$ cat config.mk
export PLATFORM = sky130hd
export DESIGN_NAME = fetch_stage
export DESIGN_NICKNAME = d
export VERILOG_FILES = /design/src/rtl/fetch_stage.sv
export SDC_FILE = /design/constraint.sdc
export NUM_CORES = 1
export LEC_CHECK = 0
export BUFFER_PORTS_ARGS = -buffer_cell sky130_fd_sc_hd__buf_2
export CAP_MARGIN = 20
export CORE_AREA = 5 5 153 155
export DETAILED_ROUTE_END_ITERATION = 10
export DIE_AREA = 0 0 158 160
export HOLD_SLACK_MARGIN = 0.1
export PLACE_DENSITY = 0.66
export SLEW_MARGIN = 20
export SYNTH_ARGS = -nofsm -noshare
export SYNTH_HDL_FRONTEND = slang
export SYNTH_SLANG_ARGS = --single-unit
export TNS_END_PERCENT = 100
$ cat constraint.sdc
create_clock -name CLK -period 2.91 [get_ports CLK]
set_input_delay 0.291 -clock CLK [delete_from_list [all_inputs] [get_ports CLK]]
set_output_delay 0.291 -clock CLK [all_outputs]
set_load 0.05 [all_outputs]
$ cat src/rtl/fetch_stage.sv
// Instruction fetch stage with IF/ID latch, skid buffer for decode stalls and stale-miss dropping.
// Optional performance counters are enabled by defining FETCH_PERF_EN.
module fetch_stage #(
    parameter logic [31:0] RESET_PC  = 32'h0000_0000,
    parameter logic [31:0] NOP_INSTR = 32'h0000_0013
) (
    input  logic        CLK,
    input  logic        RST,
    input  logic        ihit,
    input  logic [31:0] imemload,
    output logic        imemREN,
    output logic [31:0] imemaddr,
    input  logic        pc_write,
    input  logic        if_id_write,
    input  logic        redirect,
    input  logic [31:0] redirect_pc,
    input  logic        halt,
    output logic        if_id_valid,
    output logic [31:0] if_id_instr,
    output logic [31:0] if_id_pc,
    output logic [31:0] if_id_npc
`ifdef FETCH_PERF_EN
    ,
    output logic [31:0] fetch_count,
    output logic [31:0] stall_count
`endif
);

    typedef enum logic [1:0] {
        ST_RUN    = 2'b00,
        ST_HOLD   = 2'b01,
        ST_DROP   = 2'b10,
        ST_HALTED = 2'b11
    } state_t;

    state_t      state_r, state_s;
    logic [31:0] pc_r, pc_s;
    logic [31:0] req_addr_r, req_addr_s;
    logic [31:0] skid_r, skid_s;
    logic        imemren_r, imemren_s;
    logic        valid_r, valid_s;
    logic [31:0] instr_r, instr_s;
    logic [31:0] id_pc_r, id_pc_s;
    logic [31:0] id_npc_r, id_npc_s;
    logic        ld_valid_s;
    logic [31:0] pc_plus4_s;
    logic [31:0] redirect_tgt_s;

    assign pc_plus4_s     = pc_r + 32'd4;
    assign redirect_tgt_s = redirect_pc & 32'hFFFF_FFFC;

    assign imemREN     = imemren_r;
    assign imemaddr    = req_addr_r;
    assign if_id_valid = valid_r;
    assign if_id_instr = instr_r;
    assign if_id_pc    = id_pc_r;
    assign if_id_npc   = id_npc_r;

    // Next-state, PC and IF/ID latch selection
    always_comb begin
        state_s    = state_r;
        pc_s       = pc_r;
        req_addr_s = req_addr_r;
        skid_s     = skid_r;
        valid_s    = valid_r;
        instr_s    = instr_r;
        id_pc_s    = id_pc_r;
        id_npc_s   = id_npc_r;
        ld_valid_s = 1'b0;

        if ((state_r == ST_HALTED) || halt) begin
            state_s = ST_HALTED;
            valid_s = 1'b0;
            instr_s = NOP_INSTR;
        end else if (redirect) begin
            // Flush: anything returned or captured this cycle belongs to the wrong path
            valid_s = 1'b0;
            instr_s = NOP_INSTR;
            pc_s    = redirect_tgt_s;
            case (state_r)
                ST_RUN: begin
                    if (ihit) begin
                        req_addr_s = redirect_tgt_s;
                        state_s    = ST_RUN;
                    end else begin
                        state_s = ST_DROP;
                    end
                end
                ST_HOLD: begin
                    req_addr_s = redirect_tgt_s;
                    state_s    = ST_RUN;
                end
                ST_DROP: begin
                    state_s = ST_DROP;
                end
                default: begin
                    state_s = ST_HALTED;
                end
            endcase
        end else begin
            case (state_r)
                ST_RUN: begin
                    if (ihit) begin
                        if (if_id_write) begin
                            valid_s    = 1'b1;
                            instr_s    = imemload;
                            id_pc_s    = pc_r;
                            id_npc_s   = pc_plus4_s;
                            ld_valid_s = 1'b1;
                            if (pc_write) begin
                                pc_s       = pc_plus4_s;
                                req_addr_s = pc_plus4_s;
                            end else begin
                                pc_s = pc_r;
                            end
                        end else begin
                            skid_s  = imemload;
                            state_s = ST_HOLD;
                        end
                    end else begin
                        if (if_id_write) begin
                            valid_s = 1'b0;
                            instr_s = NOP_INSTR;
                        end else begin
                            valid_s = valid_r;
                        end
                    end
                end
                ST_HOLD: begin
                    if (if_id_write) begin
                        valid_s    = 1'b1;
                        instr_s    = skid_r;
                        id_pc_s    = pc_r;
                        id_npc_s   = pc_plus4_s;
                        ld_valid_s = 1'b1;
                        state_s    = ST_RUN;
                        if (pc_write) begin
                            pc_s       = pc_plus4_s;
                            req_addr_s = pc_plus4_s;
                        end else begin
                            req_addr_s = pc_r;
                        end
                    end else begin
                        state_s = ST_HOLD;
                    end
                end
                ST_DROP: begin
                    valid_s = 1'b0;
                    instr_s = NOP_INSTR;
                    if (ihit) begin
                        req_addr_s = pc_r;
                        state_s    = ST_RUN;
                    end else begin
                        state_s = ST_DROP;
                    end
                end
                default: begin
                    state_s = ST_HALTED;
                    valid_s = 1'b0;
                    instr_s = NOP_INSTR;
                end
            endcase
        end

        imemren_s = (state_s == ST_RUN) || (state_s == ST_DROP);
    end

    // State, PC, request address, skid buffer and IF/ID registers
    always_ff @(posedge CLK) begin
        if (RST) begin
            state_r    <= ST_RUN;
            pc_r       <= RESET_PC;
            req_addr_r <= RESET_PC;
            skid_r     <= 32'h0000_0000;
            imemren_r  <= 1'b1;
            valid_r    <= 1'b0;
            instr_r    <= NOP_INSTR;
            id_pc_r    <= 32'h0000_0000;
            id_npc_r   <= 32'h0000_0000;
        end else begin
            state_r    <= state_s;
            pc_r       <= pc_s;
            req_addr_r <= req_addr_s;
            skid_r     <= skid_s;
            imemren_r  <= imemren_s;
            valid_r    <= valid_s;
            instr_r    <= instr_s;
            id_pc_r    <= id_pc_s;
            id_npc_r   <= id_npc_s;
        end
    end

`ifdef FETCH_PERF_EN
    logic [31:0] fetch_count_r;
    logic [31:0] stall_count_r;
    logic        stall_s;

    function automatic logic [31:0] sat_inc(input logic [31:0] v);
        if (v == 32'hFFFF_FFFF) begin
            return v;
        end else begin
            return v + 32'd1;
        end
    endfunction

    assign stall_s = (state_r == ST_HOLD) || (state_r == ST_DROP) ||
                     ((state_r == ST_RUN) && !ihit);

    assign fetch_count = fetch_count_r;
    assign stall_count = stall_count_r;

    // Saturating fetch and stall counters
    always_ff @(posedge CLK) begin
        if (RST) begin
            fetch_count_r <= 32'h0000_0000;
            stall_count_r <= 32'h0000_0000;
        end else begin
            fetch_count_r <= ld_valid_s ? sat_inc(fetch_count_r) : fetch_count_r;
            stall_count_r <= stall_s ? sat_inc(stall_count_r) : stall_count_r;
        end
    end
`else
    logic unused_perf_s;
    assign unused_perf_s = ld_valid_s;
`endif

endmodule

Yosys cells after proc, flatten, opt, wreduce, memory -nomap -nowiden
Cells that the tools add are included. Widths: inputs -> output; s select.

Bitwise gates (word level): 3. Reduce and logical (&&, ||, !) cells: 13. $add $sub $neg: 1. Eq/ne operators: 14. Multiplexer cells: 37.

Operators with widths (number): $mux 32 (19); $pmux 32 s2 (5); $pmux 32 s3 (1); $add 32x3->32 const B (1); $ne 3x3->1 const B (6); $pmux 2 s3 (2); $mux 2 (5); $reduce_and 8->1 (1); $eq 2x2->1 const B (3); $ne 2x2->1 const B (3); $reduce_bool 3->1 (2); $reduce_and 5->1 (1); $logic_not 2->1 (2); $mux 1 (4); $reduce_and 4->1 (1); $ne 3x1->1 const B (1); $not 1->1 (3); $reduce_and 3->1 (1); $reduce_or 3->1 (1); $eq 2x1->1 const B (1); $logic_or 1x1->1 (2); $pmux 1 s2 (1); $reduce_and 2->1 (1); $reduce_bool 2->1 (1).

Word-level logic and storage cells: 77. Output and inout bits: 130. Flip-flop bits (word level): 196.

Logic depth before layout (Yosys ltp)
Gate-level depths: netlist of run 1.

Depth in word-level cells: 7. Depth in mapped cells: 10. Mapped depth without buffers: 8.

Worst setup path after synthesis of run 1
OpenSTA, ideal clock, no wires.

Path kind: register to register. Start point: register pc_r[3]. End point: register req_addr_r[20], in the netlist imemaddr[20]. Stages on the path, launching flop included: 9. Data required time: 2819 ps. Setup time: 91 ps. Clock period less this slack: 2216 ps. Setup slack: 694 ps. Data arrival time: 2125 ps. Cells stage by stage: dfxtp_1 ha_1 buf_2 nand3_1 or4_4 nor2_1 xor2_1 o221ai_1 a311oi_1.

Longest elaborated chain between the ends: 6.

Ends and longest elaborated chain: from (decl) (RTL line 37) `logic [31:0] pc_r, pc_s;`; from (signal assigned) (RTL line 182) `pc_r <= pc_s;`; $add 32x3->32 * (RTL line 49) `assign pc_plus4_s = pc_r + 32'd4;`; $mux 32 (RTL line 110) `if (pc_write) begin`; $mux 32 (RTL line 104) `if (if_id_write) begin`; $mux 32 (RTL line 103) `if (ihit) begin`; $pmux 32 s3 * (RTL line 101) `case (state_r)`; $mux 32 * (RTL line 75) `end else if (redirect) begin`; to (signal assigned) (RTL line 183) `req_addr_r <= req_addr_s;`; to (decl) (RTL line 38) `logic [31:0] req_addr_r, req_addr_s;`.

Every way passes the cells marked *; elsewhere a longest branch is shown, timed or not. The select of a mux whose other input is x is not followed. A chain may end at the register's enable or synchronous reset.

Worst setup path in the final report of run 1
Start point: register state_r[1]. End point: register pc_r[21].

Longest elaborated chain between the ends: 4.

Ends and longest elaborated chain: from (decl) (RTL line 36) `state_t state_r, state_s;`; from (signal assigned) (RTL line 181) `state_r <= state_s;`; branches (longest 4 deep; another with $pmux 32 s2).

Several ways; the timed one is not identified.

==> key figures, run 1 <==
Timing
  • Setup WS post-layout: 0.184 ns
  • Fmax: 367 MHz
  • Clk_skew: 0.0111 ns
  • Final worst-path cycle share: 93.7%
  • Relative slew slack: 44.7%
  • Unrepaired setup endpoints after global routing: no
  • Fin. Hold Viols: 0
  • Fin crit period: 2.73 ns
  • Setup Total Neg Slack: 0 ns
  • Pins Over Slew Limit: 0
  • Setup violations, final: 0
  • Worst-Margin Slew: 0.822 ns

CTS
  • CTS Buf Count: 17
  • H-tree depth: 4
  • Clock Path Buffers: 2
  • CTS sink cnt: 189
  • CTS tree: yes
  • Clock slew at reported path FFs: 0.07 ns
  • CTS Root Cell: clkbuf_16
  • Post-CTS Setup Repair Bufs: 0
  • Clk Latency, worst-skew pair: 0.44 ns

Worst setup path
  • Startpoint types: flop
  • Worst R2R Start: state_r[1]
  • CP endpoint kind: flop
  • Critical Path Max Stage Delay: 0.46 ns
  • Crit path DAT: 3.01 ns
  • CP Max Fanout: 16
  • Crit-path cells: inv_1 -> ha_2 -> buf_4 -> mux2_2 -> a21oi_1 -> nor2_2 -> o21ai_0 -> a2bb2oi_1 -> a21oi_1
  • CP startpoint: state_r[1]
  • Worst r2r path cells: 9
  • CP max stage cell: o21ai_0
  • Critical path class: flop to flop
  • Worst path required time: 3.19 ns
  • Critical path's most frequent cell: a21oi_1

Global route
  • Pin count of the biggest net entering global routing: 67
  • Met1 usage: 33.1%
  • Busiest grt layer: met2
  • Global-route wire length before repair: 50500 µm
  • GRT overflow: 0
  • M2 GR Usage: 38.1%
  • Met3 global-route usage: 7.01%
  • Number of global-route vias before repair: 9254
  • GRT Total Usage: 24.6%
  • Initial antenna violation count: 4

Logic synthesis
  • Synth area leader: dfxtp_1
  • Syn Inst Count: 1224
  • Synth Area in Adders: 0.666%
  • Synth warn: 0
  • Largest family of logic cells by synthesized area: compound AO/OA/AOI/OAI gates
  • Top-area cell type share of the netlist area: 40.3%
  • Most common flop cell mapped by yosys: dfxtp_1
  • EDFF count, synth: 0
  • Multiplexer area fraction after synthesis: 0.560%
  • Area contributors post-synth: dfxtp_1 40%, nand2_1 8.1%, a21oi_1 7.2%
  • #FFs+latches synth: 189
  • Post-synth ARST share: 0%
  • Mean Syn Cell Area: 7.67 µm²
  • Syn Std Cell Area: 9390 µm²
  • Sequential area share after synthesis: 40.3%
  • Yosys cell types: 73
  • Compound-Gate Fraction of Synth Area: 25.0%
  • Post-synthesis xor/xnor area fraction: 2.70%
  • Post-synthesis simple-gate area fraction: 24.3%

Floorplanning
  • Die Ht: 160 µm
  • Core ar.: 21700 µm²
  • Initial Utilization: 43.3%
  • FP Rows: 54
  • Die area: 25300 µm²
  • I/O pin count: 201
  • Chip width: 158 µm

Detailed routing
  • First-pass DRT Iterations: 7
  • Overall routed net length: 31700 µm
  • Post-DR wirelength/cell: 18.7 µm
  • Vias: 9748
  • DRC: 0
  • Routed vias/inst: 5.73
  • DRT iter0 DRCs: 975
  • ANT nets after route: 0

Placement
  • Placement-stage cell area: 10700 µm²
  • Final Wtd Congestion: 0.930
  • Pre-CTS setup slack: 0.292 ns
  • Inst Count DP: 1638
  • Post-DP HPWL: 22200 µm
  • IO Port Bufs: 194

Final layout
  • Most frequent cells in the layout: 203 x nand2_1, 193 x buf_2, 189 x dfxtp_1
  • Layout cells sized above 1: 22.6%
  • # fillers: 2056
  • Cell Count, Final, Fillers Out: 1700
  • Area delta synth->final: 24.2%
  • Footprint of the multi-input gates: 5040 µm²
  • Leading cell type in the layout, fill and taps excluded: nand2_1
  • Fin nets: 1482
  • Design Area, Final: 11700 µm²
  • Fin util: 53.8%
  • Reg area: 3780 µm²

Min path
  • Hold depth: 3
  • Hold path start: imemload[8]
  • Hold Path Class: primary input to flop

Status
  • Status: completed

Power and ir drop
  • Leak pwr: 4.55 nW
  • Peak supply drop: 0.000337 V
  • Pwr dens: 552 nW/µm²

Job
  • Max cap viols: 0
## cells by family (layout without fill, tap and decap cells)
group,count (synthesis),in the layout
AND/OR/NAND/NOR,493,493
XOR/XNOR,29,29
AO/OA/AOI/OAI,362,362
adder cells (fa/ha/maj),5,5
other,1,5
flip-flops,189,189
multiplexers,5,5
buffers and inverters,140,332
## area by class of cell
class | count | area share [%]
multi-input cells | 898 | 43.2
repair buffers | 285 | 15.5
inverters | 15 | 0.483
clock buffers | 17 | 3.65
diodes | 1 | 0.0215
clock inverters | 15 | 1.67
flip-flops and latches | 189 | 32.4
well taps | 280 | 3.00
## registers in the layout (all words and copies together) (netlist names)
signal       count
imemaddr        31
imemREN          1
state_r          2
skid_r          32
pc_r            30
if_id_pc        30
if_id_instr     32
if_id_valid      1
if_id_npc       30
## cell usage after synthesis (3+ instances only)
library cell / n
a31oi_1: 15
a221oi_1: 26
nand2_1: 203
nor2_1: 146
clkbuf_1: 90
o21ai_0: 50
a311oi_1: 14
o22ai_1: 5
or2_2: 5
nor4_1: 3
a211oi_1: 28
o41ai_1: 3
and3_1: 5
nor3_1: 43
nand4_1: 13
nor4_4: 3
a21o_1: 7
xor2_1: 6
nand4_4: 3
buf_2: 19
nand3_2: 3
o2111ai_1: 4
dfxtp_1: 189
and2_1: 9
and4_1: 8
nand2b_1: 13
a22oi_1: 16
inv_1: 14
o31ai_1: 14
o221ai_1: 7
nand3_1: 24
buf_4: 12
ha_1: 5
xnor2_1: 23
o211ai_1: 8
o21a_1: 3
a21oi_1: 135
mux2i_1: 3
## through the flow
stage               hold WS [ns]  power [mW]
floorplan                  0.424        3.58
global placement           0.440        3.96
detailed placement         0.445        3.98
CTS                        0.101        6.48
global route               0.108        6.70
finish                     0.111        6.44
## routing by layer
metal	up-vias	share of wire, %
met5	-	0.082
met4	6	2.9
met3	73	10
met2	488	45
met1	4478	41
li1	4703	-
## path summary, 6_finish.rpt
check	to	slack (ns)
worst max register to register	pc_r[21]	0.18
worst min register to register	if_id_pc[2]	0.45
worst max-delay path	pc_r[21]	0.18
worst min-delay path	skid_r[8]	0.11
## critical path: cells and delay by family, from the launching register on
kind | cells | cell delay (ns)
compound gates | 4 | 0.88
fa+ha+maj | 1 | 0.42
buf+inv | 2 | 0.35
flops | 1 | 0.35
mux | 1 | 0.15
simple gates | 1 | 0.42
## what timing repair did
item                      CTS  global route
hold buffers               29             0
gates resized for setup     0             0
hold endpoints to repair   29             0
## power breakdown
part,internal (mW),switching (mW),leakage (nW)
registers,2.68,0.0829,1.53
clock network,1.32,1.16,0.301
logic,0.382,0.822,2.72
No activity file was read; power rests on OpenSTA's default activity.
==> run 2: changes to the inputs <==
CTS_BUF_LIST = sky130_fd_sc_hd__clkbuf_16   (was default)
SETUP_SLACK_MARGIN = 0.15   (was default)
==> run 2 against run 1 <==
  * Sequential cell count is the same
  * First-iteration DRC count fell by 3.6%
  * Die area unchanged
  * Global-route usage stayed put
  * Count of clock-buffer cells in the layout unchanged
  * Largest cell class unchanged
  * Power rose by 0.10%
  * Sequential share of layout area down 0.056 points
  * Combinational power about the same
  * Hold slack got worse by 0.0020 ns
==> key figures, run 2 (synthesis results as in run 1) <==
CTS
  • Clock Path Buffers: 2 (unchanged)
  • CTS Buf Count: 17 (unchanged)
  • Clk Latency, worst-skew pair: 0.44 ns (about the same)
  • CTS sink cnt: 189 (unchanged)
  • CTS Root Cell: clkbuf_16
  • H-tree depth: 4 (unchanged)
  • Clock slew at reported path FFs: 0.07 ns (about the same)
  • CTS tree: yes

Placement
  • Post-DP HPWL: 22200 µm (unchanged)
  • IO Port Bufs: 194 (unchanged)
  • Inst Count DP: 1638 (unchanged)
  • Final Wtd Congestion: 0.930 (unchanged)

Min path
  • Hold Path Class: primary input to flop
  • Hold depth: 3 (unchanged)
  • Hold path start: imemload[8]
  • Hold Path Sink: skid_r[8]

Final layout
  • Footprint of the multi-input gates: 5040 µm² (unchanged)
  • Fin nets: 1483 (+0.067%)
  • Most frequent cells in the layout: 203 x nand2_1, 193 x buf_2, 189 x dfxtp_1
  • Leading cell type in the layout, fill and taps excluded: nand2_1
  • # fillers: 2054 (-0.097%)
  • Area delta synth->final: 24.4%
  • Reg area: 3780 µm² (unchanged)
  • Cell Count, Final, Fillers Out: 1701 (+0.059%)
  • Layout cells sized above 1: 22.6% (+0.055 points)

Detailed routing
  • Overall routed net length: 31800 µm (+0.25%)
  • Routed vias/inst: 5.75 (+0.21%)
  • DRC: 0 (unchanged)
  • ANT nets after route: 0 (unchanged)
  • Vias: 9774 (+0.27%)
  • Post-DR wirelength/cell: 18.7 µm (+0.19%)
  • DRT iter0 DRCs: 940 (-3.6%)
  • First-pass DRT Iterations: 6 (-1)

Global route
  • Number of global-route vias before repair: 9254 (unchanged)
  • Initial antenna violation count: 4 (unchanged)
  • GRT overflow: 0 (unchanged)
  • Global-route wire length before repair: 50500 µm (unchanged)
  • Pin count of the biggest net entering global routing: 67 (unchanged)
  • GRT Total Usage: 24.6% (unchanged)

Worst setup path
  • Worst r2r path cells: 9 (unchanged)
  • Critical Path Max Stage Delay: 0.42 ns (-0.04 ns)
  • CP Max Fanout: 16 (unchanged)
  • Worst r2r dst: pc_r[21]
  • Reg2reg setup slack: 0.31 ns (+0.13 ns)
  • Critical path's most frequent cell: a21oi_1
  • Crit-path cells: inv_1 -> ha_2 -> buf_4 -> mux2_2 -> a21oi_1 -> nor2_2 -> o21ai_1 -> a2bb2oi_1 -> a21oi_1
  • Worst path required time: 3.19 ns (about the same)
  • Startpoint types: flop
  • Worst R2R Start: state_r[1]
  • Crit path DAT: 2.88 ns (-0.13 ns)
  • CP endpoint kind: flop
  • CP max stage cell: ha_2
  • Critical path class: flop to flop

Power and ir drop
  • Leak pwr: 4.56 nW (+0.19%)
  • Pwr dens: 552 nW/µm² (about the same)
  • Peak supply drop: 0.000335 V (-0.62%)
  • Net Sw Power: 2.07 mW (about the same)
  • Clock power frac: 38.4% (about the same)
  • Switching part of the total power: 32.1% (about the same)
  • P_int: 4.38 mW (+0.12%)
  • Combinational Power Share: 18.8% (about the same)
  • Share of total power in sequential cells: 42.8% (about the same)

Floorplanning
  • Die Ht: 160 µm (unchanged)
  • I/O pin count: 201 (unchanged)
  • FP Rows: 54 (unchanged)
  • Die area: 25300 µm² (unchanged)
  • Core ar.: 21700 µm² (unchanged)
  • Initial Utilization: 43.3% (unchanged)
  • Chip width: 158 µm (unchanged)

Job
  • Max cap viols: 0 (unchanged)

Timing
  • Unrepaired setup endpoints after global routing: no
  • Setup violations, final: 0 (unchanged)
  • Relative slew slack: 45.4% (+0.71 points)
  • Pins Over Slew Limit: 0 (unchanged)
  • Fmax: 385 MHz (+4.9%)
  • Clk_skew: 0.0134 ns (+0.00235 ns)
  • Final worst-path cycle share: 89.3% (-4.4 points)
  • Fin Hold WS: 0.109 ns (-0.00205 ns)
  • Setup Total Neg Slack: 0 ns (unchanged)
  • Fin crit period: 2.60 ns (-0.127 ns)
  • Fin. Hold Viols: 0 (unchanged)
  • Worst-Margin Slew: 0.811 ns (-0.0105 ns)

Status
  • Status: completed
run 2: cell count changes in the layout (fill, tap and decap cells not counted), sizes merged:
cell,delta
buf,+1
run 2: how the worst max path moves through the flow:
stage,start,end,slack (ns),cells past startpoint
final,state_r[1],pc_r[21],0.31,9
after detailed placement,state_r[1],pc_r[2],0.29,9
after global routing,state_r[1],imemaddr[16],0.19,6
after CTS,state_r[1],pc_r[21],0.27,9
after floorplan,pc_r[3],imemaddr[20],0.69,8
after global placement,state_r[1],pc_r[2],0.35,9
run 2: power groups by stage:
stage	combinational (mW)	sequential, mW	clock [mW]
4_1_cts	1.19	2.76	2.53
6_report	1.21	2.76	2.48
5_1_grt	1.30	2.77	2.63
3_5_place_dp	1.16	2.82	0
3_3_place_gp	1.15	2.82	0
2_1_floorplan	0.586	3.00	0
run 2: critical path, delay by kind of cell (launching register included):
kind | cells | cell delay [ns]
compound gates | 4 | 0.73
fa+ha+maj | 1 | 0.42
simple gates | 1 | 0.42
flops | 1 | 0.36
buf+inv | 2 | 0.36
mux | 1 | 0.15
run 2: metal layers:
| metal | share of wire (%) | routed length [µm] | global-route usage, % |
|---|---|---|---|
| met1 | 42 | 13400 | 33.1 |
| met2 | 45 | 14300 | 38.1 |
| met3 | 9.7 | 3100 | 7.01 |
| met4 | 3.1 | 991 | 7.99 |
| met5 | 0.082 | 26 | 0 |
run 2: repair_timing:
item	CTS	global route
gates resized for setup	0	2
hold buffers	29	0
endpoints found under the setup margin	0	19
endpoints found under the hold margin	29	0
setup buffers	0	1
run 2: area by class of cell:
cell class,count,area share (%)
Clock buffer,17,3.64
Antenna cell,1,0.0214
Sequential cell,189,32.4
Timing Repair Buffer,286,15.6
Tap cell,280,3.00
Clock inverter,15,1.67
Multi-Input combinational cell,898,43.2
Inverter,15,0.482
run 2: metrics by stage:
stage               total power [mW]  area [µm²]  setup WS [ns]  utilization, %
floorplan                       3.58        9400          0.694               -
global placement                3.96       10700          0.347            49.6
detailed placement              3.98       10700          0.292            49.6
CTS                             6.48       11700          0.267            53.7
global route                    6.71       11700          0.190            53.9
finish                          6.45       11700          0.311            53.9
